[src/rtl/cpu_run_monitor.sv]
// cpu_run_monitor: run controller and result checker wrapped around the CPU.
// Sequences the CPU reset, counts RUN cycles, detects halt as a stalled PC,
// enforces a cycle watchdog and compares result registers against expected.
module cpu_run_monitor #(
  parameter int DATA_WIDTH     = 32,
  parameter int CHK_CH         = 2,
  parameter int RESET_CYCLES   = 2,
  parameter int HALT_CYCLES    = 4,
  parameter int TIMEOUT_CYCLES = 100,
  parameter int CNT_WIDTH      = 16
) (
  input  logic                         Clk,
  input  logic                         Reset,
  input  logic                         Start,
  input  logic [DATA_WIDTH-1:0]        PC_out,
  input  logic [CHK_CH*DATA_WIDTH-1:0] Readv_bus,
  input  logic [CHK_CH*DATA_WIDTH-1:0] Expected_bus,
  input  logic [CHK_CH-1:0]            Check_mask,
  output logic                         CPU_Reset,
  output logic                         Halted,
  output logic                         Timeout,
  output logic                         Done,
  output logic                         Pass,
  output logic [CHK_CH-1:0]            Mismatch_mask,
  output logic [CNT_WIDTH-1:0]         CycleCount
);

  localparam int HW = $clog2(RESET_CYCLES + 1);
  localparam int SW = $clog2(HALT_CYCLES + 1);
  localparam logic [HW-1:0]        HOLD_LAST   = HW'(RESET_CYCLES);
  localparam logic [SW-1:0]        STABLE_LAST = SW'(HALT_CYCLES - 1);
  localparam logic [CNT_WIDTH-1:0] TMO_COUNT   = CNT_WIDTH'(TIMEOUT_CYCLES);

  typedef enum logic [1:0] {S_HOLD, S_RUN, S_CHECK, S_DONE} state_t;

  state_t                state;
  logic [HW-1:0]         hold_cnt;
  logic [SW-1:0]         stable_cnt;
  logic [DATA_WIDTH-1:0] pc_prev;
  logic                  prev_valid;

  logic [CNT_WIDTH-1:0]  cnt_next;
  logic [SW-1:0]         stable_inc;
  logic                  pc_same;
  logic                  halt_now;
  logic                  tmo_now;
  logic [CHK_CH-1:0]     mismatch_now;

  // Saturating increments and per-cycle halt/watchdog conditions
  always_comb begin
    cnt_next   = (CycleCount == '1) ? CycleCount : CycleCount + CNT_WIDTH'(1);
    stable_inc = (stable_cnt == '1) ? stable_cnt : stable_cnt + SW'(1);
    pc_same    = prev_valid && (PC_out == pc_prev);
    halt_now   = (stable_cnt == STABLE_LAST);
    tmo_now    = (cnt_next == TMO_COUNT);
  end

  // Per-channel compare of result registers, gated by the check mask
  always_comb begin
    mismatch_now = '0;
    for (int i = 0; i < CHK_CH; i++)
      mismatch_now[i] = Check_mask[i] &&
        (Readv_bus[i*DATA_WIDTH +: DATA_WIDTH] != Expected_bus[i*DATA_WIDTH +: DATA_WIDTH]);
  end

  // Run-control FSM; all outputs are registered here
  always_ff @(posedge Clk) begin
    if (Reset) begin
      state         <= S_HOLD;
      hold_cnt      <= '0;
      stable_cnt    <= '0;
      pc_prev       <= '0;
      prev_valid    <= 1'b0;
      CPU_Reset     <= 1'b1;
      Halted        <= 1'b0;
      Timeout       <= 1'b0;
      Done          <= 1'b0;
      Pass          <= 1'b0;
      Mismatch_mask <= '0;
      CycleCount    <= '0;
    end else begin
      case (state)
        S_HOLD: begin
          CPU_Reset <= 1'b1;
          if (hold_cnt == HOLD_LAST) begin
            state     <= S_RUN;
            hold_cnt  <= '0;
            CPU_Reset <= 1'b0;
          end else begin
            hold_cnt <= hold_cnt + HW'(1);
          end
        end
        S_RUN: begin
          CycleCount <= cnt_next;
          pc_prev    <= PC_out;
          prev_valid <= 1'b1;
          stable_cnt <= pc_same ? stable_inc : '0;
          // Halt takes priority when both fire on the same cycle
          if (halt_now) begin
            Halted <= 1'b1;
            state  <= S_CHECK;
          end else if (tmo_now) begin
            Timeout <= 1'b1;
            state   <= S_CHECK;
          end
        end
        S_CHECK: begin
          // CPU still out of reset here so the result registers are live
          Mismatch_mask <= mismatch_now;
          Pass          <= Halted & ~|mismatch_now;
          Done          <= 1'b1;
          CPU_Reset     <= 1'b1;
          state         <= S_DONE;
        end
        S_DONE: begin
          CPU_Reset <= 1'b1;
          if (Start) begin
            state         <= S_HOLD;
            hold_cnt      <= '0;
            stable_cnt    <= '0;
            prev_valid    <= 1'b0;
            Halted        <= 1'b0;
            Timeout       <= 1'b0;
            Done          <= 1'b0;
            Pass          <= 1'b0;
            Mismatch_mask <= '0;
            CycleCount    <= '0;
          end
        end
        default: state <= S_HOLD;
      endcase
    end
  end

endmodule
[config.mk]
export PLATFORM = sky130hd
export DESIGN_NAME = cpu_run_monitor
export DESIGN_NICKNAME = d
export VERILOG_FILES = /design/src/rtl/cpu_run_monitor.sv
export SDC_FILE = /design/constraint.sdc
export NUM_CORES = 1
export LEC_CHECK = 0
export CAP_MARGIN = 30
export CELL_PAD_IN_SITES_DETAIL_PLACEMENT = 0
export CELL_PAD_IN_SITES_GLOBAL_PLACEMENT = 2
export CORE_ASPECT_RATIO = 2
export CORE_MARGIN = 2
export CORE_UTILIZATION = 25
export DETAILED_ROUTE_END_ITERATION = 8
export HOLD_SLACK_MARGIN = 0.08
export PLACE_DENSITY_LB_ADDON = 0.08
export SYNTH_ARGS = -nofsm -noshare
export SYNTH_HDL_FRONTEND = slang
export SYNTH_SLANG_ARGS = --single-unit
[constraint.sdc]
create_clock -name Clk -period 4.1 [get_ports Clk]
set_clock_uncertainty 0.2 [all_clocks]
set_input_delay 0.615 -clock Clk [delete_from_list [all_inputs] [get_ports Clk]]
set_output_delay 0.615 -clock Clk [all_outputs]
set_load 0.01 [all_outputs]
==> results.json, run 1 <==
{
  "seqPwrFrac": 0.293,
  "cts_htree_levels": 3,
  "power_density_mw_per_mm2": 404,
  "die_y_um": 185,
  "die_x_um": 94.4,
  "wire_per_inst_um": 17.0,
  "fin_crit_sh": 0.765,
  "synth_ff_type": "dfxtp_1",
  "synth_edf_count": 0,
  "layout_commonest_cell": "clkdlybuf4s50_1",
  "dr.pass1.iters": 6,
  "power.switching_mw": 0.809,
  "clock.fmax_mhz": 319,
  "cp-end-kind": "flip-flop",
  "outcome": "completed",
  "place_ws_ps": 875,
  "hold_viol": 0,
  "cts_setup_buffers": 0,
  "drc": 0,
  "synthDominantCellAreaShare": 0.309,
  "rsz0062_at_grt": "no",
  "via_count": 4066,
  "syn2layout_area_growth_pct": 59.5,
  "comb_power_share": 0.345,
  "yosysTopAreaCell": "dfxtp_1",
  "drtAntennaViolNets": 0,
  "pwr-share-clk": 0.362,
  "cp_max_fo": 8,
  "critPathKind": "reg2reg",
  "grt_pass1_wl_mm": 22.7,
  "hold_buffers": 0,
  "ys_warn_count": 0,
  "cp.arrival_ps": 3150,
  "antenna_found_initial": 3,
  "async_flop_share": 0,
  "cap_violations": 0,
  "setup-tns-final_ps": 0,
  "period_needed_ps": 3140,
  "synth_seq_area_share": 0.309,
  "hp-class": "reg2reg",
  "layout_common_cells": "186 x clkdlybuf4s50_1, 68 x xnor2_1, 63 x dfxtp_1, 54 x nor2_1, 36 x mux2i_1",
  "ys_seq_elements": 63,
  "grt_overflow": 0,
  "core_area_mm2": 0.0161,
  "initial_core_util": 0.254,
  "cts-buffers-inserted": 9,
  "syn_avg_cell_area_um2": 8.55,
  "synth_cell_types": 49,
  "grt_pass1_vias": 4125,
  "worst_slew_pin_slew_ps": 625,
  "nFillCells": 1688,
  "drive_gt1_frac": 0.0484,
  "post_drt_via_cell_ratio": 4.68,
  "gp_congestion": 0.782,
  "switching_share": 0.307,
  "clk_path_buf_depth": 2,
  "grt_max_degree": 44,
  "fin_nets": 830,
  "io_buffer_count": 187,
  "required_ps": 4110,
  "drv_slew": 0,
  "syn-cell-area_mm2": 0.00409,
  "synth_area_leaders": "dfxtp_1 31%, xnor2_1 15%, mux2i_1 8.8%",
  "grt_usage": 0.172,
  "cts.sinks": 63,
  "wirelength_mm": 14.8,
  "fp-row-count": 66,
  "dp_hpwl_mm": 11.6,
  "pin_count": 188,
  "cts-resized-gates": 0,
  "post-route-util": 0.405,
  "cts_tree": "done",
  "synthCells": 478,
  "dieArea_mm2": 0.0175,
  "leakagePower_nw": 2.29,
  "clk_pin_slew_ps": 60,
  "whs_ps": 260,
  "syn_nets": 652,
  "ir_drop_mv": 0.247,
  "crit_path_start_kind": "flip-flop",
  "setup_violations": 0,
  "worst_slack_ps": 963,
  "clock_latency_ps": 330,
  "drtIter0Drc": 179,
  "root_buffer": "clkbuf_16",
  "p_int_mw": 1.83,
  "relSlewSlack": 0.583
}
==> through the flow <==
step / power [mW] / cell area (um^2) / instances
floorplan: 1.36 / 4090 / 478
global placement: 1.70 / 6140 / 849
detailed placement: 1.70 / 6140 / 849
CTS: 2.67 / 6510 / 865
global route: 2.80 / 6520 / 868
finish: 2.63 / 6520 / 868
==> Yosys cell counts (2+ instances only) <==
library cell / n
nor2_1: 54
buf_2: 6
a21oi_1: 21
o21ai_0: 17
a22oi_1: 4
xnor2_1: 68
or3_1: 4
a21boi_0: 2
nand2b_1: 2
nand3_1: 9
nor2b_1: 5
a311oi_1: 5
mux2i_1: 36
nor4_1: 16
a211oi_1: 3
dfxtp_1: 63
o211ai_1: 3
buf_1: 5
nand4_1: 23
a32oi_1: 4
and3_1: 2
ha_1: 9
and2_1: 2
nand2_1: 27
and4_1: 3
clkbuf_1: 12
xor2_1: 33
a31oi_1: 3
a41oi_1: 2
inv_1: 9
nor3_1: 8
==> registers in the layout, indices dropped and copies added, names as in the netlist <==
| register | cells |
|---|---|
| CPU_Reset | 1 |
| Mismatch_mask | 2 |
| CycleCount | 16 |
| Halted | 1 |
| hold_cnt | 2 |
| Timeout | 1 |
| Done | 1 |
| state | 2 |
| stable_cnt | 3 |
| prev_valid | 1 |
| Pass | 1 |
| pc_prev | 32 |
==> power by group through the flow <==
stage | sequential (mW) | clock [mW] | combinational (mW)
5_1_grt | 0.784 | 1.00 | 1.02
2_1_floorplan | 0.776 | 0 | 0.579
3_3_place_gp | 0.782 | 0 | 0.921
3_5_place_dp | 0.784 | 0 | 0.917
6_report | 0.772 | 0.953 | 0.909
4_1_cts | 0.771 | 0.974 | 0.923
==> critical path, stage by stage, from the launching register on <==
cell	delay [ps]
dfxtp_1	420
ha_1	310
and4_1	460
o211ai_1	250
a211oi_1	400
o211ai_1	140
nor3_1	270
a211oi_1	120
or3b_2	440
==> final timing paths <==
kind,to,depth (start not counted),start,slack [ps]
min reg2reg,stable_cnt[1]$_SDFFE_PP0P_,2,stable_cnt[1]$_SDFFE_PP0P_,260
min,stable_cnt[1]$_SDFFE_PP0P_,2,stable_cnt[1]$_SDFFE_PP0P_,260
max,Timeout$_SDFFE_PP0P_,8,CycleCount[0]$_SDFFE_PP0P_,960
max reg2reg,Timeout$_SDFFE_PP0P_,8,CycleCount[0]$_SDFFE_PP0P_,960
==> area by class of cell <==
cell class	count	area [um^2]	share of cell area
diodes	3	7.51	0.00115
clock buffers	9	225	0.0345
clock inverters	7	145	0.0223
inverters	9	33.8	0.00518
multi-input cells	382	2690	0.413
flip-flops and latches	63	1260	0.193
well taps	204	255	0.0392
repair buffers	191	1900	0.291
==> routing by layer <==
metal | part of all wire | track usage | wire length (um)
met1 | 0.43 | 0.211 | 6360
met2 | 0.49 | 0.286 | 7180
met3 | 0.063 | 0.0403 | 924
met4 | 0.021 | 0.0684 | 304
met5 | 0 | 0 | 0
==> logic make-up after synthesis <==
logic type	Yosys count	synth area share
simple gates	164	0.210
xor+xnor	101	0.216
fa+ha+maj	9	0.0275
flops	63	0.309
compound gates	72	0.116
buf+inv	33	0.0331
mux	36	0.0882
(Power assumes the default switching activity.)
==> inputs of run 2 (changes only) <==
--- a/config.mk
+++ b/config.mk
@@ -10,7 +10,7 @@
 export CELL_PAD_IN_SITES_GLOBAL_PLACEMENT = 2
 export CORE_ASPECT_RATIO = 2
 export CORE_MARGIN = 2
-export CORE_UTILIZATION = 25
+export CORE_UTILIZATION = 21
 export DETAILED_ROUTE_END_ITERATION = 8
 export HOLD_SLACK_MARGIN = 0.08
 export PLACE_DENSITY_LB_ADDON = 0.08
==> constraint.sdc (replaced) <==
create_clock -name Clk -period 2.5 [get_ports Clk]
set_clock_uncertainty 0.2 [all_clocks]
set_input_delay 0.375 -clock Clk [delete_from_list [all_inputs] [get_ports Clk]]
set_output_delay 0.375 -clock Clk [all_outputs]
set_load 0.01 [all_outputs]
==> run 2 against run 1 <==
Effect of this change:
- the flow now finishes with violations (setup timing)
- critical path type unchanged
- combinational power increased by 82%
- sequential share of layout area decreased by 1.7 points
- total power increased by 60%
- largest power group is now combinational logic
- cell count increased by 13%
- first-iteration DRC count shrank 42%
- flip-flop and latch count unchanged
==> results.json, run 2 (synthesis gave the netlist of run 1 again) <==
{
  "layout_commonest_cell": "clkdlybuf4s50_1",
  "design_power_total_mw": 4.20,
  "cts-buffers-inserted": 9,
  "cp_max_fo": 4,
  "pin_count": 188,
  "cp-end-kind": "flip-flop",
  "cp.arrival_ps": 2690,
  "syn2layout_area_growth_pct": 75.9,
  "drive_gt1_frac": 0.166,
  "crit_path_start_kind": "flip-flop",
  "die_x_um": 103,
  "wirelength_mm": 15.4,
  "initial_core_util": 0.213,
  "period_needed_ps": 2630,
  "clk_path_buf_depth": 2,
  "worst_slack_ps": -129,
  "setup_violations": 3,
  "placed_area_mm2": 0.00668,
  "clock_latency_ps": 330,
  "via_count": 4381,
  "top_register": "pc_prev",
  "cts_htree_levels": 3,
  "cts.sinks": 63,
  "cap_violations": 0,
  "wire_per_inst_um": 15.7,
  "outcome": "finished with violations",
  "root_buffer": "clkbuf_16",
  "leakagePower_nw": 2.72,
  "layout_common_cells": "168 x clkdlybuf4s50_1, 68 x xnor2_1, 66 x buf_4, 59 x dfxtp_1, 54 x nor2_1",
  "drc": 0,
  "required_ps": 2560,
  "reg_top3": "pc_prev: 32 flops, CycleCount: 16 flops, stable_cnt: 3 flops",
  "drv_slew": 0,
  "grt_max_degree": 34,
  "hold_buffers": 0,
  "die_y_um": 201,
  "cts_tree": "done",
  "gp_congestion": 0.802,
  "rsz0062_at_grt": "yes",
  "dp_hpwl_mm": 12.7,
  "worst_slew_pin_slew_ps": 460,
  "largest_reg_flops": 32,
  "fin_nets": 894,
  "io_buffer_count": 187,
  "critPathKind": "reg2reg",
  "post_drt_via_cell_ratio": 4.46,
  "failed_checks": "setup timing",
  "dieArea_mm2": 0.0207,
  "clock.fmax_mhz": 380,
  "place_ws_ps": -485,
  "setup-tns-final_ps": -332,
  "drtAntennaViolNets": 0,
  "grt_usage": 0.146,
  "power_density_mw_per_mm2": 585,
  "clk_pin_slew_ps": 60,
  "antenna_found_initial": 0,
  "hold_viol": 0,
  "grt_overflow": 0,
  "drtIter0Drc": 104,
  "relSlewSlack": 0.692,
  "fin_crit_sh": 1.05,
  "grt_pass1_wl_mm": 23.0,
  "fp-row-count": 72,
  "ir_drop_mv": 0.395,
  "grt_pass1_vias": 4553,
  "core_area_mm2": 0.0192,
  "hp-class": "in2reg",
  "antenna_cells": 0,
  "fin_area_mm2": 0.00719,
  "dr.pass1.iters": 4
}
==> run 2: cell types whose count changed in the layout (fill, tap and decap cells not counted), moves of 3 or more <==
cell / change
dlygate4sd2_1: +5
clkdlybuf4s50_1: -18
dlymetal6s2s_1: +13
nor3_1: -4
dfxtp_2: +4
nor3_2: +3
bufinv_16: -3
diode_2: -3
buf_4: +62
nor4_2: +5
dfxtp_1: -4
nor4_1: -5
==> run 2: worst paths after layout <==
kind                            slack [ps]                          to                        from  cells after the start
worst max-delay path                  -130       state[1]$_SDFFE_PP0P_  CycleCount[0]$_SDFFE_PP0P_                      9
worst min-delay path                   140     pc_prev[3]$_SDFFE_PP0P_                   PC_out[3]                      3
worst max register to register        -130       state[1]$_SDFFE_PP0P_  CycleCount[0]$_SDFFE_PP0P_                      9
worst min register to register         280  stable_cnt[0]$_SDFFE_PP0P_  stable_cnt[0]$_SDFFE_PP0P_                      2
==> run 2: per-stage QoR <==
stage          hold slack [ps]  instances  utilization
2_1_floorplan              236        478            -
3_3_place_gp               241        963        0.348
3_5_place_dp               267        963        0.348
4_1_cts                    118        983        0.371
5_1_grt                    158        983        0.375
6_report                   142        983        0.375
==> run 2: power by group <==
part           internal, mW  switching, mW  total (mW)
sequential             1.16          0.109        1.27
combinational         0.858          0.795        1.65
clock                 0.819          0.462        1.28
total                  2.84           1.37        4.20
==> run 2: routing by layer <==
metal,GRT usage,up-vias,part of all wire
met1,0.134,2027,0.33
met4,0.0714,0,0.039
li1,-,2180,-
met3,0.0247,29,0.056
met2,0.290,145,0.57
met5,0,-,0
==> run 2: final cells by class <==
cell class,instances,area (um^2)
flip-flops and latches,63,1270
repair buffers,255,2410
clock inverters,3,42.5
multi-input cells,382,2860
clock buffers,12,256
well taps,259,324
inverters,9,33.8
fillers,1967,12000
==> run 2: what timing repair did <==
action,4_1_cts,5_1_grt
setup endpoints to repair,6,6
gates resized for setup,26,21
buffers inserted,5,0
pin swaps,11,12
hold endpoints to repair,0,0
==> run 2: worst max-delay path, stage by stage, from the launching register on <==
cell and delay (ps):
dfxtp_2 330, ha_4 180, and4_4 200, buf_6 120, a41o_4 280, a211oi_4 290
nand3_1 120, o41a_1 360, a221oi_2 270, mux2i_1 210
==> inputs of run 3 (changes only) <==
--- a/config.mk
+++ b/config.mk
@@ -5,6 +5,7 @@
 export SDC_FILE = /design/constraint.sdc
 export NUM_CORES = 1
 export LEC_CHECK = 0
+export ABC_AREA = 0
 export CAP_MARGIN = 30
 export CELL_PAD_IN_SITES_DETAIL_PLACEMENT = 0
 export CELL_PAD_IN_SITES_GLOBAL_PLACEMENT = 2
==> results of run 3 <==
The final DEF is identical to that of run 2; final timing and power are the same.
